### config.mk
export PLATFORM = sky130hd
export DESIGN_NAME = dmem_ctrl
export DESIGN_NICKNAME = d
export VERILOG_FILES = /design/src/rtl/dmem_pkg.sv /design/src/rtl/dmem_timer.sv /design/src/rtl/dmem_ctrl.sv
export SDC_FILE = /design/constraint.sdc
export NUM_CORES = 1
export LEC_CHECK = 0
export ABC_AREA = 0
export ABC_CLOCK_PERIOD_IN_PS = 5500
export BUFFER_PORTS_ARGS = -buffer_cell sky130_fd_sc_hd__buf_2
export CAP_MARGIN = 30
export CORE_MARGIN = 5
export CORE_UTILIZATION = 42
export DETAILED_ROUTE_END_ITERATION = 7
export PLACE_DENSITY_LB_ADDON = 0.3
export SLEW_MARGIN = 5
export SYNTH_ARGS = -nofsm -noshare
export SYNTH_HDL_FRONTEND = slang
export SYNTH_SLANG_ARGS = --single-unit
### constraint.sdc
create_clock -name clk -period 5.5 [get_ports clk]
set_input_delay 1.65 -clock clk [delete_from_list [all_inputs] [get_ports clk]]
set_output_delay 1.65 -clock clk [all_outputs]
set_load 0.05 [all_outputs]
### src/rtl/dmem_pkg.sv
// Shared types and defaults for the data-memory access controller.
package dmem_pkg;

  typedef enum logic [1:0] {
    IDLE = 2'd0,
    BUSY = 2'd1,
    DONE = 2'd2
  } dmem_state_t;

  localparam int unsigned DMEM_TIMEOUT_DEFAULT = 16;

endpackage

### src/rtl/dmem_timer.sv
// Clearable up-counter; tc flags the last permitted BUSY cycle (count == TIMEOUT-1).
module dmem_timer #(
  parameter int unsigned TIMEOUT = 16
) (
  input  logic clk,
  input  logic rst,
  input  logic clr,
  input  logic en,
  output logic tc
);

  localparam int unsigned W = $clog2(TIMEOUT);
  localparam logic [W-1:0] TC_VAL = W'(TIMEOUT - 1);

  logic [W-1:0] count_q, count_d;

  always_comb begin
    count_d = count_q;
    if (clr)
      count_d = '0;
    else if (en)
      count_d = count_q + 1'b1;
  end

  always_ff @(posedge clk or posedge rst) begin
    if (rst)
      count_q <= '0;
    else
      count_q <= count_d;
  end

  assign tc = (count_q == TC_VAL);

endmodule

### src/rtl/dmem_ctrl.sv
// Load/store controller: runs a req/ack transaction to data memory and stalls the CPU until done.
module dmem_ctrl
  import dmem_pkg::*;
#(
  parameter int unsigned n       = 16,
  parameter int unsigned TIMEOUT = DMEM_TIMEOUT_DEFAULT
) (
  input  logic         clk,
  input  logic         reset,
  input  logic         memread,
  input  logic         memwrite,
  input  logic [n-1:0] addr,
  input  logic [n-1:0] writedata,
  output logic [n-1:0] readdata,
  output logic         stall,
  output logic         err_misalign,
  output logic         err_timeout,
  output logic         mem_req,
  output logic         mem_we,
  output logic [n-2:0] mem_addr,
  output logic [n-1:0] mem_wdata,
  input  logic [n-1:0] mem_rdata,
  input  logic         mem_ack
);

  dmem_state_t  state_q, state_d;
  logic [n-1:0] readdata_q, readdata_d;
  logic         mem_req_q, mem_req_d;
  logic         mem_we_q, mem_we_d;
  logic [n-2:0] mem_addr_q, mem_addr_d;
  logic [n-1:0] mem_wdata_q, mem_wdata_d;
  logic         err_misalign_q, err_misalign_d;
  logic         err_timeout_q, err_timeout_d;
  logic         tmr_clr, tmr_en, tmr_tc;
  logic         req;

  assign req = memread | memwrite;

  dmem_timer #(
    .TIMEOUT(TIMEOUT)
  ) u_timer (
    .clk (clk),
    .rst (reset),
    .clr (tmr_clr),
    .en  (tmr_en),
    .tc  (tmr_tc)
  );

  always_comb begin
    state_d        = state_q;
    readdata_d     = readdata_q;
    mem_we_d       = mem_we_q;
    mem_addr_d     = mem_addr_q;
    mem_wdata_d    = mem_wdata_q;
    err_misalign_d = err_misalign_q;
    err_timeout_d  = err_timeout_q;
    tmr_clr        = 1'b0;
    tmr_en         = 1'b0;

    case (state_q)
      IDLE: begin
        tmr_clr = 1'b1;
        if (req) begin
          // Write takes priority when both strobes are raised together.
          mem_we_d    = memwrite;
          mem_addr_d  = addr[n-1:1];
          mem_wdata_d = writedata;
          if (addr[0]) begin
            err_misalign_d = 1'b1;
            state_d        = DONE;
          end else begin
            state_d = BUSY;
          end
        end
      end
      BUSY: begin
        if (mem_ack) begin
          if (!mem_we_q)
            readdata_d = mem_rdata;
          state_d = DONE;
        end else if (tmr_tc) begin
          err_timeout_d = 1'b1;
          if (!mem_we_q)
            readdata_d = '0;
          state_d = DONE;
        end else begin
          tmr_en = 1'b1;
        end
      end
      DONE:    state_d = IDLE;
      default: state_d = IDLE;
    endcase

    // Registered request mirrors the next state so it is high for exactly the BUSY cycles.
    mem_req_d = (state_d == BUSY);
  end

  always_ff @(posedge clk or posedge reset) begin
    if (reset) begin
      state_q        <= IDLE;
      readdata_q     <= '0;
      mem_req_q      <= 1'b0;
      mem_we_q       <= 1'b0;
      mem_addr_q     <= '0;
      mem_wdata_q    <= '0;
      err_misalign_q <= 1'b0;
      err_timeout_q  <= 1'b0;
    end else begin
      state_q        <= state_d;
      readdata_q     <= readdata_d;
      mem_req_q      <= mem_req_d;
      mem_we_q       <= mem_we_d;
      mem_addr_q     <= mem_addr_d;
      mem_wdata_q    <= mem_wdata_d;
      err_misalign_q <= err_misalign_d;
      err_timeout_q  <= err_timeout_d;
    end
  end

  assign stall        = ((state_q == IDLE) && req) || (state_q == BUSY);
  assign readdata     = readdata_q;
  assign mem_req      = mem_req_q;
  assign mem_we       = mem_we_q;
  assign mem_addr     = mem_addr_q;
  assign mem_wdata    = mem_wdata_q;
  assign err_misalign = err_misalign_q;
  assign err_timeout  = err_timeout_q;

endmodule

==> impl_metrics.json, run 1 <==
{
  "drc": 0,
  "final_cell_mix": "buf_2 (104), dfrtp_1 (57), mux2_4 (28)",
  "yosys.cell_types.count": 30,
  "cap_viol_max_count": 0,
  "hp-class": "flop to flop",
  "cts-root-buf": "clkbuf_8",
  "relSlewSlack_pct": 53.8,
  "n_antenna_cell": 0,
  "yosys.area_share.simple_pct": 3.57,
  "synth_top_family_by_area": "multiplexers",
  "numClockSinks": 57,
  "grt_pass1_vias": 1674,
  "io_pins": 105,
  "synthAdderAreaFrac_pct": 0.533,
  "multi_input_area_um2": 812,
  "cts_tree": "yes",
  "cp_max_fo": 3,
  "synth_compound_area_share_pct": 10.7,
  "regArea_um2": 1430,
  "synthesis.area_um2": 2350,
  "grt-ovfl-total": 0,
  "drt_wl_total_mm": 5.08,
  "die_h_um": 84.8,
  "die_w_um": 84.8,
  "setup_viol": 0,
  "cts.reportedPaths.clkPinSlew_ps": 60,
  "die-area_um2": 7180,
  "grt_pass1_wl_mm": 8.06,
  "finalSetupTns_ps": 0,
  "syn2layout_area_growth_pct": 31.2,
  "critPathCaptureType": "output pin",
  "clk_latency_ps": 330,
  "grt_setup_unrepaired": "no",
  "routedWlPerCell_um": 15.3,
  "fill_cells": 492,
  "synth_mux_area_share_pct": 19.8,
  "final_nets": 309,
  "critPathArrivalTime_ps": 2330,
  "cts.repair.resized": 0,
  "first_pass_iters": 4,
  "io_buffer_count": 104,
  "grt_max_degree": 58,
  "syn-num-nets": 199,
  "grt_util_all_layers_pct": 14.4,
  "layout-drive-gt1-share_pct": 61.2,
  "final_max_slew_viol_count": 0,
  "core_area_um2": 5470,
  "mostFrequentLayoutCell": "buf_2",
  "rows": 27,
  "finalHoldViolCount": 0,
  "yosysWarnings": 0,
  "h-tree-depth": 3,
  "cp.required_ps": 3850,
  "antenna_found_initial": 0,
  "finClkSkew_ps": 6.20,
  "synthXorXnorAreaFrac_pct": 0,
  "vias": 1615,
  "layout_min_cycle_time_ps": 3980,
  "cts.path.max_buffers": 2,
  "via_per_inst": 4.86,
  "tightest_slew_ps": 692,
  "cts_hold_repair.buffers": 0,
  "ant_nets": 0,
  "worst-setup-path-type": "input pin to output pin",
  "drt_iter0_drc": 25,
  "hpwl_mm": 3.61,
  "start_util_pct": 42.9,
  "netlist_instances": 145,
  "place.gp.congestion": 0.711,
  "fmax_ghz": 0.252,
  "cts_setup_buffers": 0,
  "cts_buffers": 9,
  "synth_area_per_cell_um2": 16.2,
  "startpoint_type": "input pin",
  "ys_seq_area_share_pct": 60.8,
  "fin_crit_sh_pct": 72.3,
  "outcome": "complete, no violations",
  "synth_seq_cells": 57
}
per-layer routing:
layer | GRT usage (%) | part of all wire (%)
met5 | 0 | 0
met4 | 7.77 | 2.0
met3 | 4.32 | 7.1
met2 | 21.9 | 48
met1 | 18.4 | 43
metrics by stage:
stage | worst slack, ps | cells | cell area (um^2) | utilization [%] | hold WS [ps]
floorplan | 1650 | 145 | 2350 | - | 472
global placement | 1560 | 316 | 2880 | 52.5 | 444
detailed placement | 1530 | 316 | 2880 | 52.5 | 450
CTS | 1520 | 332 | 3080 | 56.3 | 468
global route | 1420 | 332 | 3080 | 56.3 | 490
finish | 1520 | 332 | 3080 | 56.3 | 462
state kept, by name (all words and copies together) (netlist names):
register / flops
state_q: 2
err_misalign: 1
err_timeout: 1
mem_we: 1
mem_addr: 15
readdata: 16
mem_req: 1
u_timer.count_q: 4
mem_wdata: 16
Yosys cell counts:
master	number	area, um^2
a31oi_1	1	6.26
buf_12	3	60.1
buf_2	1	5.00
dfrtp_1	57	1430
buf_6	3	33.8
a31o_2	1	8.76
a21oi_1	3	15.0
mux2i_1	1	10.0
a41o_1	1	10.0
and2b_2	1	8.76
nor2b_1	1	6.26
o21a_1	1	7.51
nor2_1	1	3.75
a211oi_1	1	7.51
o21ai_0	4	20.0
mux2_2	3	33.8
mux2_4	28	420
a311oi_1	1	8.76
nor2_4	1	11.3
nand2b_1	1	6.26
a21o_1	1	7.51
inv_1	3	11.3
and4b_1	1	10.0
nand3_1	1	5.00
and2_1	1	6.26
a22o_1	17	149
ha_1	1	12.5
nand2_1	3	11.3
nor3b_1	2	15.0
a22o_2	1	10.0
worst max-delay path, cell delays in order:
cell,delay (ps)
buf_2,110
o21ai_0,260
nand2b_1,90
buf_2,220
area by class of cell:
| cell class | instances | share of cell area (%) |
|---|---|---|
| clock inverter | 5 | 1.75 |
| tap | 72 | 2.92 |
| timing repair buffer | 106 | 17.4 |
| inverter | 3 | 0.366 |
| clock buffer | 11 | 4.91 |
| multi-input combinational | 78 | 26.4 |
| sequential | 57 | 46.3 |
logic make-up (layout without fill, tap and decap cells):
family	after synthesis	in the layout
compound gates	32	32
fa+ha+maj	1	1
buf+inv	10	125
flops	57	57
mux	32	32
simple gates	13	13
final timing paths:
path	from	endpoint	slack [ps]	cells after the start
min in group asynchronous	reset	mem_wdata[9]	1500	3
min reg2reg	err_timeout	err_timeout	460	1
max in group asynchronous	reset	readdata[6]	3530	3
min	err_timeout	err_timeout	460	1
max	memwrite	stall	1520	4
max reg2reg	state_q[1]	mem_addr[12]	3690	4
Power of run 1 is left out: the tool's default activity adds up to more than one toggle a clock period on the data nets, which glitch-free logic cannot reach.
==> inputs of run 2 (changes only) <==
Settings changed: ABC_AREA 0 to 1, ABC_CLOCK_PERIOD_IN_PS 5500 to 4100.
Clock period 5.5 ns to 4.1 ns, I/O delays scaled along.
==> run 2 against run 1 <==
Register-to-register slack lost 1300 ps. Die area increased by 3.1%. Wire length rose by 8.4%. Critical endpoint unchanged. Highest routed layer unchanged.
==> impl_metrics.json, run 2 <==
{
  "outcome": "complete, no violations",
  "grt_setup_unrepaired": "no",
  "layout_min_cycle_time_ps": 2980,
  "numClockSinks": 57,
  "grt_max_degree": 36,
  "cts_tree": "yes",
  "crit_path_start": "memwrite",
  "yosysTopAreaCell": "dfrtp_1",
  "grtUsageMet2_pct": 24.5,
  "relSlewSlack_pct": 63.3,
  "cap_viol_max_count": 0,
  "grt_util_all_layers_pct": 15.3,
  "cts_hold_repair.buffers": 0,
  "cts.path.max_buffers": 2,
  "slowest_delay_ps": 210,
  "synth_seq_cells": 57,
  "finalSetupTns_ps": 0,
  "crit_path_frequent_cell": "buf_2",
  "fin_crit_sh_pct": 72.6,
  "powerDensity_nw_per_um2": 909,
  "busiest_layer": "met2",
  "n_antenna_cell": 0,
  "drc": 0,
  "cp_cell_sequence": "buf_2 > o21ai_2 > nand2_1 > buf_2",
  "cts_setup_buffers": 0,
  "die_h_um": 86.1,
  "netlist_instances": 260,
  "post-synth-top-count-cell": "nand2_1",
  "cp.required_ps": 2870,
  "rr_startpoint": "state_q[1]",
  "critPathSlowestCell": "buf_2",
  "ys_seq_area_share_pct": 58.7,
  "die-area_um2": 7410,
  "synth_ff_type": "dfrtp_1",
  "peakVddDrop_mv": 0.533,
  "final_nets": 420,
  "synth-async-reset-ratio_pct": 100,
  "cts.repair.resized": 0,
  "finalHoldViolCount": 0,
  "met3_usage_pct": 5.00,
  "io_buffer_count": 104,
  "synth_area_per_cell_um2": 9.35,
  "synthesis.area_um2": 2430,
  "synth_commonest_cells": "nand2_1 (131), dfrtp_1 (57), o21ai_2 (17), nand2_2 (15), inv_1 (6)",
  "r2r_cells": 6,
  "antenna_found_initial": 0,
  "syn2layout_area_growth_pct": 30.7,
  "critPathArrivalTime_ps": 1750,
  "layoutNonFillerInstCount": 443,
  "synth.area.top_cells": "dfrtp_1 (59%), nand2_1 (20%), o21ai_2 (6.1%)",
  "ff2ff_setup_slack_ps": 2390,
  "first_pass_iters": 4,
  "yosys.cell_types.count": 22,
  "tightest_slew_ps": 550,
  "die_w_um": 86.1,
  "grt-ovfl-total": 0,
  "final_max_slew_viol_count": 0,
  "grt_pass1_wl_mm": 8.99,
  "power_leakage_nw": 1.79,
  "yosysWarnings": 0,
  "drt_wl_total_mm": 5.50,
  "cp_max_fo": 2,
  "hp-class": "flop to flop",
  "whs_ps": 474,
  "dp_cells": 427,
  "core_area_um2": 5570,
  "via_per_inst": 4.50,
  "hpwl_mm": 3.94,
  "worst-setup-path-type": "input pin to output pin",
  "routedWlPerCell_um": 12.4,
  "vias": 1992,
  "startpoint_type": "input pin",
  "setup_viol": 0,
  "mostFrequentLayoutCell": "nand2_1",
  "finClkSkew_ps": 9.06,
  "whs_path_depth": 2,
  "rows": 27,
  "ant_nets": 0,
  "fin_util_pct": 57.0,
  "gr-usage-met1_pct": 19.2,
  "syn-num-nets": 314,
  "fill_cells": 540,
  "start_util_pct": 43.6,
  "grt_pass1_vias": 1973,
  "h-tree-depth": 3,
  "fmax_ghz": 0.336,
  "min_from": "mem_wdata[15]",
  "clk_latency_ps": 320,
  "io_pins": 105,
  "final_cell_mix": "nand2_1 (131), buf_2 (104), dfrtp_1 (57)",
  "cts_buffers": 9,
  "layout-drive-gt1-share_pct": 44.2,
  "synth_top_area_share_pct": 58.7,
  "cts-root-buf": "clkbuf_8",
  "critPathCaptureType": "output pin",
  "drt_iter0_drc": 63,
  "place.gp.congestion": 0.752,
  "synth-edff-count": 0,
  "cts.reportedPaths.clkPinSlew_ps": 60
}
run 2: metrics by stage:
step,power [W],cell area (um^2),setup slack (ps)
floorplan,0.00206,2430,872
global placement,0.00237,2970,1140
detailed placement,0.00239,2970,1120
CTS,0.00292,3180,1120
global route,0.00305,3180,1090
finish,0.00289,3180,1120
run 2: area by class of cell:
class / count / area (um^2) / area share [%]
clock inverters: 6 / 66.3 / 2.09
multi-input cells: 181 / 875 / 27.5
inverters: 11 / 46.3 / 1.46
well taps: 72 / 90.1 / 2.84
flip-flops and latches: 57 / 1430 / 44.9
repair buffers: 106 / 536 / 16.9
clock buffers: 10 / 138 / 4.33
run 2: cell families (layout without fill, tap and decap cells):
logic type                 Yosys count  count (layout)  synth area share [%]
AOI/OAI and AO/OA                   22              22                  7.36
and+or+nand+nor                    158             158                  28.1
DFF                                 57              57                  58.7
buffers and inverters               22             133                  5.30
adders and majority gates            1               1                 0.515
run 2: worst paths after layout:
kind,to
max in group asynchronous,mem_wdata[14]
hold reg to reg,mem_wdata[15]
setup / recovery,stall
min in group asynchronous,readdata[2]
setup reg to reg,state_q[1]
hold / removal,mem_wdata[15]
run 2: power breakdown:
group | switching [W] | internal, W
Combinational | 0.00114 | 0.000313
Clock | 0.000226 | 0.000298
Sequential | 0.000130 | 0.000784
Total | 0.00149 | 0.00139
run 2: critical path: cells and delay by family:
family | cells | cell delay [ps]
buffers and inverters | 2 | 320
AO/OA/AOI/OAI | 1 | 140
AND/OR/NAND/NOR | 1 | 60
run 2: per-layer routing:
| metal | wire length, um | vias to the layer above |
|---|---|---|
| met2 | 2610 | 61 |
| met1 | 2400 | 912 |
| met5 | 0 | - |
| met3 | 435 | 6 |
| li1 | - | 1013 |
| met4 | 59 | 0 |
Note: power is estimated with default switching activity, not from simulation.
